[src/rtl/wave_pkg.sv]
// Shared definitions for the waveform sample generator: wave_sel encoding,
// default widths and the offset-binary mid-scale constant.
package wave_pkg;

  localparam int PHASE_W_DEF = 16;
  localparam int DATA_W_DEF  = 12;
  localparam int SINE_ADDR_W = 4;

  localparam logic [DATA_W_DEF-1:0] MID_SCALE_DEF = DATA_W_DEF'(1) << (DATA_W_DEF - 1);

  typedef enum logic [2:0] {
    WAVE_DC     = 3'd0,
    WAVE_SQUARE = 3'd1,
    WAVE_TRI    = 3'd2,
    WAVE_SAW    = 3'd3,
    WAVE_SINE   = 3'd4
  } wave_sel_e;

  function automatic logic [31:0] mid_scale(input int w);
    return 32'(1) << (w - 1);
  endfunction

endpackage

[src/rtl/sine_quarter_lut.sv]
// Quarter-wave sine table with registered offset-binary output; the quadrant
// bits mirror the address and select the sign around mid-scale.
module sine_quarter_lut
  import wave_pkg::*;
#(
  parameter int DATA_W = DATA_W_DEF
) (
  input  logic                   clk,
  input  logic                   rst,
  input  logic                   ld,
  input  logic [1:0]             quad,
  input  logic [SINE_ADDR_W-1:0] addr,
  output logic [DATA_W-1:0]      code
);

  localparam int PROD_W = 15 + DATA_W;
  localparam logic [DATA_W-1:0] MID = DATA_W'(mid_scale(DATA_W));
  localparam logic [DATA_W-1:0] AMP = MID - DATA_W'(1);

  // sin(i*pi/32) scaled to 32767, i = 0..15
  function automatic logic [14:0] quarter_sin(input logic [SINE_ADDR_W-1:0] idx);
    case (idx)
      4'd0:    return 15'd0;
      4'd1:    return 15'd3212;
      4'd2:    return 15'd6393;
      4'd3:    return 15'd9512;
      4'd4:    return 15'd12539;
      4'd5:    return 15'd15446;
      4'd6:    return 15'd18204;
      4'd7:    return 15'd20787;
      4'd8:    return 15'd23170;
      4'd9:    return 15'd25329;
      4'd10:   return 15'd27245;
      4'd11:   return 15'd28898;
      4'd12:   return 15'd30273;
      4'd13:   return 15'd31356;
      4'd14:   return 15'd32137;
      default: return 15'd32609;
    endcase
  endfunction

  function automatic logic [DATA_W-1:0] offset_binary(input logic [DATA_W-1:0] mag,
                                                      input logic neg);
    logic signed [DATA_W:0] mag_s;
    logic signed [DATA_W:0] sum_s;
    mag_s = signed'({1'b0, mag});
    sum_s = signed'({1'b0, MID}) + (neg ? -mag_s : mag_s);
    return DATA_W'(sum_s);
  endfunction

  logic [SINE_ADDR_W-1:0] idx;
  logic [PROD_W-1:0]      prod;
  logic [DATA_W-1:0]      mag;
  logic [DATA_W-1:0]      code_d;
  logic [DATA_W-1:0]      code_q;

  always_comb begin
    idx    = quad[0] ? ~addr : addr;
    prod   = PROD_W'(quarter_sin(idx)) * PROD_W'(AMP);
    mag    = DATA_W'(prod >> 15);
    code_d = ld ? offset_binary(mag, quad[1]) : code_q;
  end

  always_ff @(posedge clk or posedge rst) begin
    if (rst) code_q <= '0;
    else     code_q <= code_d;
  end

  assign code = code_q;

endmodule

[src/rtl/wave_sample_gen.sv]
// Phase-accumulator waveform generator (DC/square/triangle/sawtooth/sine), 2-clock tick-to-sample latency.
// Optional sine table built only when WAVE_SAMPLE_GEN_SINE_EN is defined; otherwise sine requests give mid-scale.
module wave_sample_gen
  import wave_pkg::*;
#(
  parameter int PHASE_W = PHASE_W_DEF,
  parameter int DATA_W  = DATA_W_DEF
) (
  input  logic               clk,
  input  logic               rst,
  input  logic               tick,
  input  logic               en,
  input  logic [2:0]         wave_sel,
  input  logic [PHASE_W-1:0] phase_inc,
  input  logic [DATA_W-1:0]  dc_level,
  output logic [DATA_W-1:0]  sample,
  output logic               sample_valid
);

  localparam logic [DATA_W-1:0] MID = DATA_W'(mid_scale(DATA_W));

  function automatic logic [DATA_W-1:0] wave_code(input logic [PHASE_W-1:0] ph,
                                                  input logic [2:0]         sel,
                                                  input logic [DATA_W-1:0]  dc);
    case (sel)
      WAVE_SAW:    return ph[PHASE_W-1 -: DATA_W];
      WAVE_SQUARE: return {DATA_W{~ph[PHASE_W-1]}};
      WAVE_TRI:    return ph[PHASE_W-1] ? ~ph[PHASE_W-2 -: DATA_W] : ph[PHASE_W-2 -: DATA_W];
      WAVE_SINE:   return MID;
      default:     return dc;
    endcase
  endfunction

  logic [PHASE_W:0]   acc_sum;
  logic [PHASE_W-1:0] phase_d,   phase_q;
  logic [2:0]         act_sel_d, act_sel_q;
  logic [PHASE_W-1:0] act_inc_d, act_inc_q;
  logic               vld_p1_d,  vld_p1_q;
  logic               vld_p2_d,  vld_p2_q;
  logic [DATA_W-1:0]  sample_d,  sample_q;
  logic               ld_p2;

  // Stage p1: accumulate; selection/increment only change at a phase wrap while running
  always_comb begin
    acc_sum   = {1'b0, phase_q} + {1'b0, act_inc_q};
    phase_d   = phase_q;
    act_sel_d = act_sel_q;
    act_inc_d = act_inc_q;
    if (!en) begin
      phase_d   = '0;
      act_sel_d = wave_sel;
      act_inc_d = phase_inc;
    end else if (tick) begin
      phase_d = acc_sum[PHASE_W-1:0];
      if (acc_sum[PHASE_W]) begin
        act_sel_d = wave_sel;
        act_inc_d = phase_inc;
      end
    end
    vld_p1_d = tick & en;
  end

  // Stage p2: shape the updated phase into a sample code
  always_comb begin
    ld_p2    = vld_p1_q & en;
    vld_p2_d = ld_p2;
    sample_d = ld_p2 ? wave_code(phase_q, act_sel_q, dc_level) : sample_q;
  end

  always_ff @(posedge clk or posedge rst) begin
    if (rst) begin
      phase_q   <= '0;
      act_sel_q <= WAVE_DC;
      act_inc_q <= '0;
      vld_p1_q  <= 1'b0;
      vld_p2_q  <= 1'b0;
      sample_q  <= '0;
    end else begin
      phase_q   <= phase_d;
      act_sel_q <= act_sel_d;
      act_inc_q <= act_inc_d;
      vld_p1_q  <= vld_p1_d;
      vld_p2_q  <= vld_p2_d;
      sample_q  <= sample_d;
    end
  end

`ifdef WAVE_SAMPLE_GEN_SINE_EN
  logic              sine_sel_d, sine_sel_q;
  logic [DATA_W-1:0] sine_code;

  sine_quarter_lut #(
    .DATA_W(DATA_W)
  ) u_sine (
    .clk  (clk),
    .rst  (rst),
    .ld   (ld_p2),
    .quad (phase_q[PHASE_W-1 -: 2]),
    .addr (phase_q[PHASE_W-3 -: SINE_ADDR_W]),
    .code (sine_code)
  );

  // The table register is a parallel p2 stage; this flag picks it for sine samples
  always_comb begin
    sine_sel_d = ld_p2 ? (act_sel_q == WAVE_SINE) : sine_sel_q;
  end

  always_ff @(posedge clk or posedge rst) begin
    if (rst) sine_sel_q <= 1'b0;
    else     sine_sel_q <= sine_sel_d;
  end

  assign sample = sine_sel_q ? sine_code : sample_q;
`else
  assign sample = sample_q;
`endif

  assign sample_valid = vld_p2_q;

endmodule

[config.mk]
export PLATFORM = sky130hd
export DESIGN_NAME = wave_sample_gen
export DESIGN_NICKNAME = d
export VERILOG_FILES = /design/src/rtl/wave_pkg.sv /design/src/rtl/sine_quarter_lut.sv /design/src/rtl/wave_sample_gen.sv
export SDC_FILE = /design/constraint.sdc
export NUM_CORES = 1
export LEC_CHECK = 0
export ABC_AREA = 1
export ABC_CLOCK_PERIOD_IN_PS = 2900
export CAP_MARGIN = 10
export CORE_ASPECT_RATIO = 0.6
export CORE_UTILIZATION = 32
export DETAILED_ROUTE_END_ITERATION = 6
export PLACE_DENSITY = 0.53
export SLEW_MARGIN = 20
export SYNTH_ARGS = -nofsm -noshare
export SYNTH_HDL_FRONTEND = slang
export SYNTH_SLANG_ARGS = --single-unit
[constraint.sdc]
create_clock -name clk -period 2.9 [get_ports clk]
set_clock_uncertainty 0.2 [all_clocks]
set_input_delay 0.435 -clock clk [delete_from_list [all_inputs] [get_ports clk]]
set_output_delay 0.435 -clock clk [all_outputs]
set_load 0.1 [all_outputs]
# After elaboration in Yosys (flattened, before gate mapping)
# Cells that the tools add are included.
# totals
register_bits	49
latchBits	0
mem_bits_rw	0
romBits	0
in_bits	35
out_inout_bits	13
elab_cells	28
n_memories	0
# classes
n_addsub	1
mul	0
div	0
n_lt_le_gt_ge	0
eq_ne	6
shifts	0
n_mux	10
bitwise	4
n_reduce_logical	1
# op_table
operator	n
$mux W16	5
$pmux W12 S4	1
$add A16 B16 Y17	1
$mux W12	1
$not A12 Y12	1
$mux W3	3
$eq A3 B2 Y1 const B	2
$eq A3 B1 Y1 const B	1
$eq A3 B3 Y1 const B	1
$and A1 B1 Y1	2
$ne A2 B1 Y1 const B	1
$ne A2 B2 Y1 const B	1
$reduce_and A2 Y1	1
$not A1 Y1	1

# Longest topological paths before layout
# Gate-level depths: netlist (run 1).
# depth
depth_word	4
mapped_depth	14
ltp_nobuf	13

# Worst setup path before layout (run 1)
# Ideal clock, no wire load.
# synth_timing
path_kind	flip-flop to flip-flop
start	reg phase_q[0]
end	reg act_inc_q[1]
arrival_time_ns	1.762
required_time_ns	2.584
path_slack_ns	0.821
path_stages_with_launch	15
period_less_slack_ns	2.079
cell_sequence	dfrtp_1 ha_1 inv_1 fa_1 inv_1 nand3_1 nand3_2 nand2_2 nand2_2 nand2_2 nand2_2 nand2_4 buf_2 nand2_1 nand2_1
# synth_via
elab_chain_len	3
# synth_rtl
item	line	text
start: declaration	wave_sample_gen.sv:35	logic [PHASE_W-1:0] phase_d, phase_q;
start signal: assignment	wave_sample_gen.sv:79	phase_q <= phase_d;
$add A16 B16 Y17	wave_sample_gen.sv:45	acc_sum = {1'b0, phase_q} + {1'b0, act_inc_q};
$ne A2 B1 Y1 (no source line)	--	
$reduce_and A2 Y1 (no source line)	--	
end signal: assignment	wave_sample_gen.sv:81	act_inc_q <= act_inc_d;
end: declaration	wave_sample_gen.sv:37	logic [PHASE_W-1:0] act_inc_d, act_inc_q;
# No other way between the ends.
# A chain may end at the register's enable or synchronous reset.

# Worst setup path after layout (run 1)
# layout_timing
start	reg act_inc_q[0]
end	reg act_inc_q[3]
# layout_via
elab_chain_len	3
# layout_rtl
item	line
$add A16 B16 Y17	wave_sample_gen.sv:45
$ne A2 B1 Y1 (no source line)	--
$reduce_and A2 Y1 (no source line)	--
# No other way between the ends.

==> results.txt, run 1 <==
Synth top area cells - dfrtp_1, nand2_1, nand3_1
DR iter-0 viols - 205
DIE AREA - 10900 um2
RePlAce Congestion - 0.850
EDFF count, synth - 0
Die Ht - 81.3 um
Via density - 4.60
Power Internal - 2210 uW
RSZ-0062 raised after global routing - false
Leakage dissipation - 0.00218 uW
Status - complete, no violations
Most frequent cell after synthesis - nand2_1
Vias post-DR - 3032
Initial antenna violation count - 0
Worst hold slack - 275 ps
Root buffer cell - clkbuf_16
Top FF cell, synth - dfrtp_1
Post-Route Setup TNS - 0 ps
Ys async rst share - 1.00
Data required, critical path - 2940 ps
Synth cell types - 35
CP max FO - 12
Cell Count, Final, Fillers Out - 659
Clk_lat worst skew - 290 ps
WS Path Type - reg2reg
Util after Layout - 0.408
Net Sw Power - 2500 uW
Synth top area share - 0.366
Syn Nets - 526
Total gr overflow - 0
Largest net degree at the start of global routing - 32
First-pass GRT wire length - 14.9 mm
Final WL - 8.88 mm
Dpl cells - 651
Number of global-route vias before repair - 2930
Total CTS buffers - 5
Post-CTS Hold Buffers - 0
Share of post-route cells with drive strength above 1 - 0.120
Io pins - 48
Clock Power Share - 0.144
HPWL reported at the end of detailed placement - 6.99 mm
Critical Path Source Type - flip-flop
DRC Markers - 0
Postcts setup bufs - 0
Syn. warnings - 0
Syn avg cell area - 7.08 um2
PostCTS Resize Cnt - 0
Max Cap Viol - 0
Site Rows - 28
CP Data Arrival Time - 2520 ps
Switching part of the total - 0.531
Combinational share of power - 0.591
Number of synthesized register bits - 49
Setup-failing EPs final - 0
Final hold violation count - 0
Register area share after synthesis - 0.366
Max-slew violations - 0
HP Class - reg2reg
Clock slew at reported path FFs - 70 ps
Largest area contributor in the netlist - dfrtp_1
Starting Density - 0.335
CTS tree - done
Sequential Power Share - 0.265
ANT cells - 0
PortBufs - 47
Sink Count - 49
H-tree depth - 2
Total GRT Usage - 0.180
Area grow syn2layout - 22.0%
Post-Synthesis Cells - 474
Final #Nets - 575
Remaining antenna violation count - 0
WL/cell - 13.5 um
Most frequent cells after synthesis - nand2_1, inv_1, dfrtp_1, nand3_1, a21oi_1
Chip width - 134 um
Pre-CTS setup slack - 392 ps
Power Dens Cells - 1150 nW/um2
Period minus WS final - 2490 ps
Core ar. - 10000 um2
Clock buffer depth - 2
Worst Max-Slew Pin Slew - 692 ps
Fin crit share - 0.858
Fmax - 402 MHz
Kind of end point of the critical path - flip-flop
Worst vdd ir - 0.783 mV
Relative slew margins - 0.538
Synthesized area - 3350 um2
DR pass1 iterations - 4
Post-route setup slack - 412 ps
power by group through the flow:
stage	logic, uW	clock network (uW)	registers (uW)
floorplan	1620	0	1780
global placement	2750	0	1250
detailed placement	2780	0	1260
CTS	2790	689	1240
global route	3110	732	1290
finish	2790	678	1250
stage by stage:
step / cell area, um2 / total power, uW
2_1_floorplan: 3350 / 3400
3_3_place_gp: 3930 / 4000
3_5_place_dp: 3930 / 4030
4_1_cts: 4090 / 4720
5_1_grt: 4090 / 5130
6_report: 4090 / 4710
cell type report:
class                   count  area [um2]
fillers                  1067        5930
multi-input cells         352        1810
flip-flops and latches     49        1230
repair buffers             52         488
inverters                  63         236
well taps                 135         169
clock buffers               6         129
clock inverters             2        38.8
cells by family after synthesis:
family / share of synthesized area
and+or+nand+nor: 0.378
buffers and inverters: 0.0962
xor gates and xnor gates: 0.00783
adders and majority gates: 0.0656
AOI/OAI and AO/OA: 0.0869
DFF: 0.366
cell usage in the layout, fill, tap and decap left out, types with 5 or more instances in the layout:
cell type	synthesis	final
buf_4	1	17
nand3_1	47	47
dfrtp_1	49	49
o21ai_0	13	13
nor2_1	21	21
a21oi_1	23	23
inv_1	55	54
o21ai_1	9	9
nand3_2	11	11
nand2_1	176	176
nand2_2	9	9
clkbuf_16	0	5
ha_1	16	16
clkdlybuf4s50_1	0	34
inv_2	8	9
worst paths after layout:
path	start	endpoint	slack, ps	cells past startpoint
worst max-delay path	act_inc_q[0]$_DFFE_PP0P_	act_inc_q[3]$_DFFE_PP0P_	410	13
worst min-delay path	act_inc_q[12]$_DFFE_PP0P_	act_inc_q[12]$_DFFE_PP0P_	280	2
worst max register to register	act_inc_q[0]$_DFFE_PP0P_	act_inc_q[3]$_DFFE_PP0P_	410	13
worst min register to register	act_inc_q[12]$_DFFE_PP0P_	act_inc_q[12]$_DFFE_PP0P_	280	2
max in group asynchronous	rst	phase_q[11]$_DFFE_PP0P_	1570	3
min in group asynchronous	rst	sample[1]$_DFFE_PP0P_	370	2
routing by layer:
| metal | track usage | up-vias | wire [um] |
|---|---|---|---|
| li1 | - | 1612 | - |
| met1 | 0.278 | 1321 | 4980 |
| met2 | 0.248 | 91 | 3200 |
| met3 | 0.0400 | 8 | 649 |
| met4 | 0.0393 | 0 | 51 |
| met5 | 0 | - | 0 |
state kept, by name, summed over array words and instances (netlist names):
name and flops:
sample_valid 1, act_sel_q 3, phase_q 16, act_inc_q 16
vld_p1_q 1, sample 12
critical path, cell delays in order, from the launching register on:
cell and delay (ps):
dfrtp_1 360, ha_1 210, inv_1 70, fa_1 360, inv_1 120, nand3_1 90, nand3_2 120, nand2_2 60
nand2_2 90, nand2_2 60, nand2_2 240, buf_4 260, nand3_2 90, nand2_1 90
No activity file was read; power rests on OpenSTA's default activity.
==> run 2: changes to the inputs <==
--- a/config.mk
+++ b/config.mk
@@ -10,6 +10,7 @@
 export CAP_MARGIN = 10
 export CORE_ASPECT_RATIO = 0.6
 export CORE_UTILIZATION = 32
+export CTS_BUF_LIST = sky130_fd_sc_hd__clkbuf_4
 export DETAILED_ROUTE_END_ITERATION = 6
 export PLACE_DENSITY = 0.53
 export SLEW_MARGIN = 20
==> constraint.sdc (replaced) <==
create_clock -name clk -period 2.9 [get_ports clk]
set_clock_uncertainty 0.2 [all_clocks]
set_input_delay 0.435 -clock clk [delete_from_list [all_inputs] [get_ports clk]]
set_output_delay 0.435 -clock clk [all_outputs]
set_load 0.05 [all_outputs]
==> results.txt, run 2 (synthesis results as in run 1) <==
Initial antenna violation count - 0
RePlAce Congestion - 0.872
Kind of end point of the critical path - flip-flop
Postcts setup bufs - 0
Total GRT Usage - 0.176
DIE AREA - 10900 um2
Via density - 4.57
Final Cell Area - 4040 um2
CTS tree - done
Largest net degree at the start of global routing - 32
Commonest non-fill, non-tap cells in the layout - nand2_1, inv_1, dfrtp_1
CP max stage cell - dfrtp_1
Post-CTS Hold Buffers - 0
Remaining antenna violation count - 0
Most frequent CP cell - nand2_2
Worst vdd ir - 0.494 mV
Vias post-DR - 3015
Sink Count - 49
Largest stage delay, worst path - 390 ps
Clock buffer depth - 2
Setup-failing EPs final - 0
Post-DP Area - 3950 um2
Number of global-route vias before repair - 2846
Leakage dissipation - 0.00213 uW
Worst Max-Slew Pin Slew - 670 ps
Worst-path cell chain - ha_1 -> inv_1 -> fa_1 -> inv_1 -> nand3_1 -> nand3_2 -> nand2_2 -> nand2_2 -> nand2_2 -> nand2_2 -> nand2_4 -> nand2_1 -> nand2_1
Status - complete, no violations
H-tree depth - 2
DRC Markers - 0
Total CTS buffers - 5
Data required, critical path - 2990 ps
Root buffer cell - clkbuf_4
HP Class - in2async
Family with the most delay on the worst path - simple AND/OR/NAND/NOR gates
Clock slew at reported path FFs - 150 ps
Starting Density - 0.335
Total gr overflow - 0
CP max FO - 19
Fmax - 393 MHz
Final #Nets - 576
FF-to-FF path depth - 13
Post-Route Setup TNS - 0 ps
Core ar. - 10000 um2
HPWL reported at the end of detailed placement - 6.99 mm
CP Depth - 13
RSZ-0062 raised after global routing - false
Max Cap Viol - 0
Power Dens Cells - 1030 nW/um2
Die Ht - 81.3 um
Max-slew violations - 0
WL/cell - 13.4 um
Period minus WS final - 2550 ps
Fin crit share - 0.878
Chip width - 134 um
DR iter-0 viols - 200
Final WL - 8.83 mm
PostCTS Resize Cnt - 0
First-pass GRT wire length - 14.6 mm
ANT cells - 0
Io pins - 48
Relative slew margins - 0.552
DR pass1 iterations - 4
Crit path buffers/inverters - 2
Share of post-route cells with drive strength above 1 - 0.0990
Leading cell type in the layout, fill and taps excluded - nand2_1
Site Rows - 28
Area grow syn2layout - 20.3%
CP Data Arrival Time - 2630 ps
PortBufs - 47
Clk_lat worst skew - 400 ps
WS Path Type - reg2reg
Critical Path Source Type - flip-flop
Final hold violation count - 0
run 2: cell types whose count changed in the layout (fill, tap and decap cells not counted), sizes merged:
cell / previous run / this run
buf: 18 / 6
clkdlybuf4s50: 34 / 47
run 2: worst register-to-register path, cell delays in order, from the launching register on:
cell	delay, ps
dfrtp_1	390
ha_1	210
inv_1	70
fa_1	370
inv_1	110
nand3_1	100
nand3_2	130
nand2_2	60
nand2_2	100
nand2_2	60
nand2_2	260
nand2_4	220
nand2_1	120
nand2_1	60
run 2: cell type report:
class | count | area [um2]
fillers | 1075 | 5980
multi-input cells | 352 | 1810
flip-flops and latches | 49 | 1230
repair buffers | 53 | 515
inverters | 63 | 236
well taps | 135 | 169
clock buffers | 6 | 45.0
clock inverters | 2 | 38.8
run 2: layer usage:
layer  GRT usage  vias to the layer above  share of wire
met4      0.0416                        0         0.0094
met2       0.240                       78           0.35
li1            -                     1603              -
met1       0.275                     1324           0.58
met3      0.0375                       10          0.063
met5           0                        -              0
run 2: stage by stage:
step / total power (uW) / instances / util / worst slack (ps) / hold WS [ps]
after global routing: 4560 / 660 / 0.403 / 185 / 280
final: 4160 / 660 / 0.403 / 353 / 236
after CTS: 4170 / 660 / 0.403 / 355 / 255
after global placement: 3690 / 652 / 0.394 / 410 / 267
after detailed placement: 3730 / 652 / 0.394 / 389 / 267
after floorplan: 3070 / 474 / - / 821 / 246
run 2: path summary, 6_finish.rpt:
| check | slack, ps | start | end |
|---|---|---|---|
| max | 350 | act_inc_q[0]$_DFFE_PP0P_ | act_inc_q[8]$_DFFE_PP0P_ |
| min | 240 | rst | sample[0]$_DFFE_PP0P_ |
| max reg2reg | 350 | act_inc_q[0]$_DFFE_PP0P_ | act_inc_q[8]$_DFFE_PP0P_ |
| min reg2reg | 300 | act_inc_q[12]$_DFFE_PP0P_ | act_inc_q[12]$_DFFE_PP0P_ |
| max in group asynchronous | 1620 | rst | act_inc_q[10]$_DFFE_PP0P_ |
| min in group clk | 300 | act_inc_q[12]$_DFFE_PP0P_ | act_inc_q[12]$_DFFE_PP0P_ |
run 2: where the power goes:
part | internal (uW) | leakage [uW] | switching, uW | total [uW]
sequential | 971 | 0.000619 | 272 | 1240
combinational | 855 | 0.00147 | 1630 | 2480
clock | 193 | 0.0000459 | 238 | 431
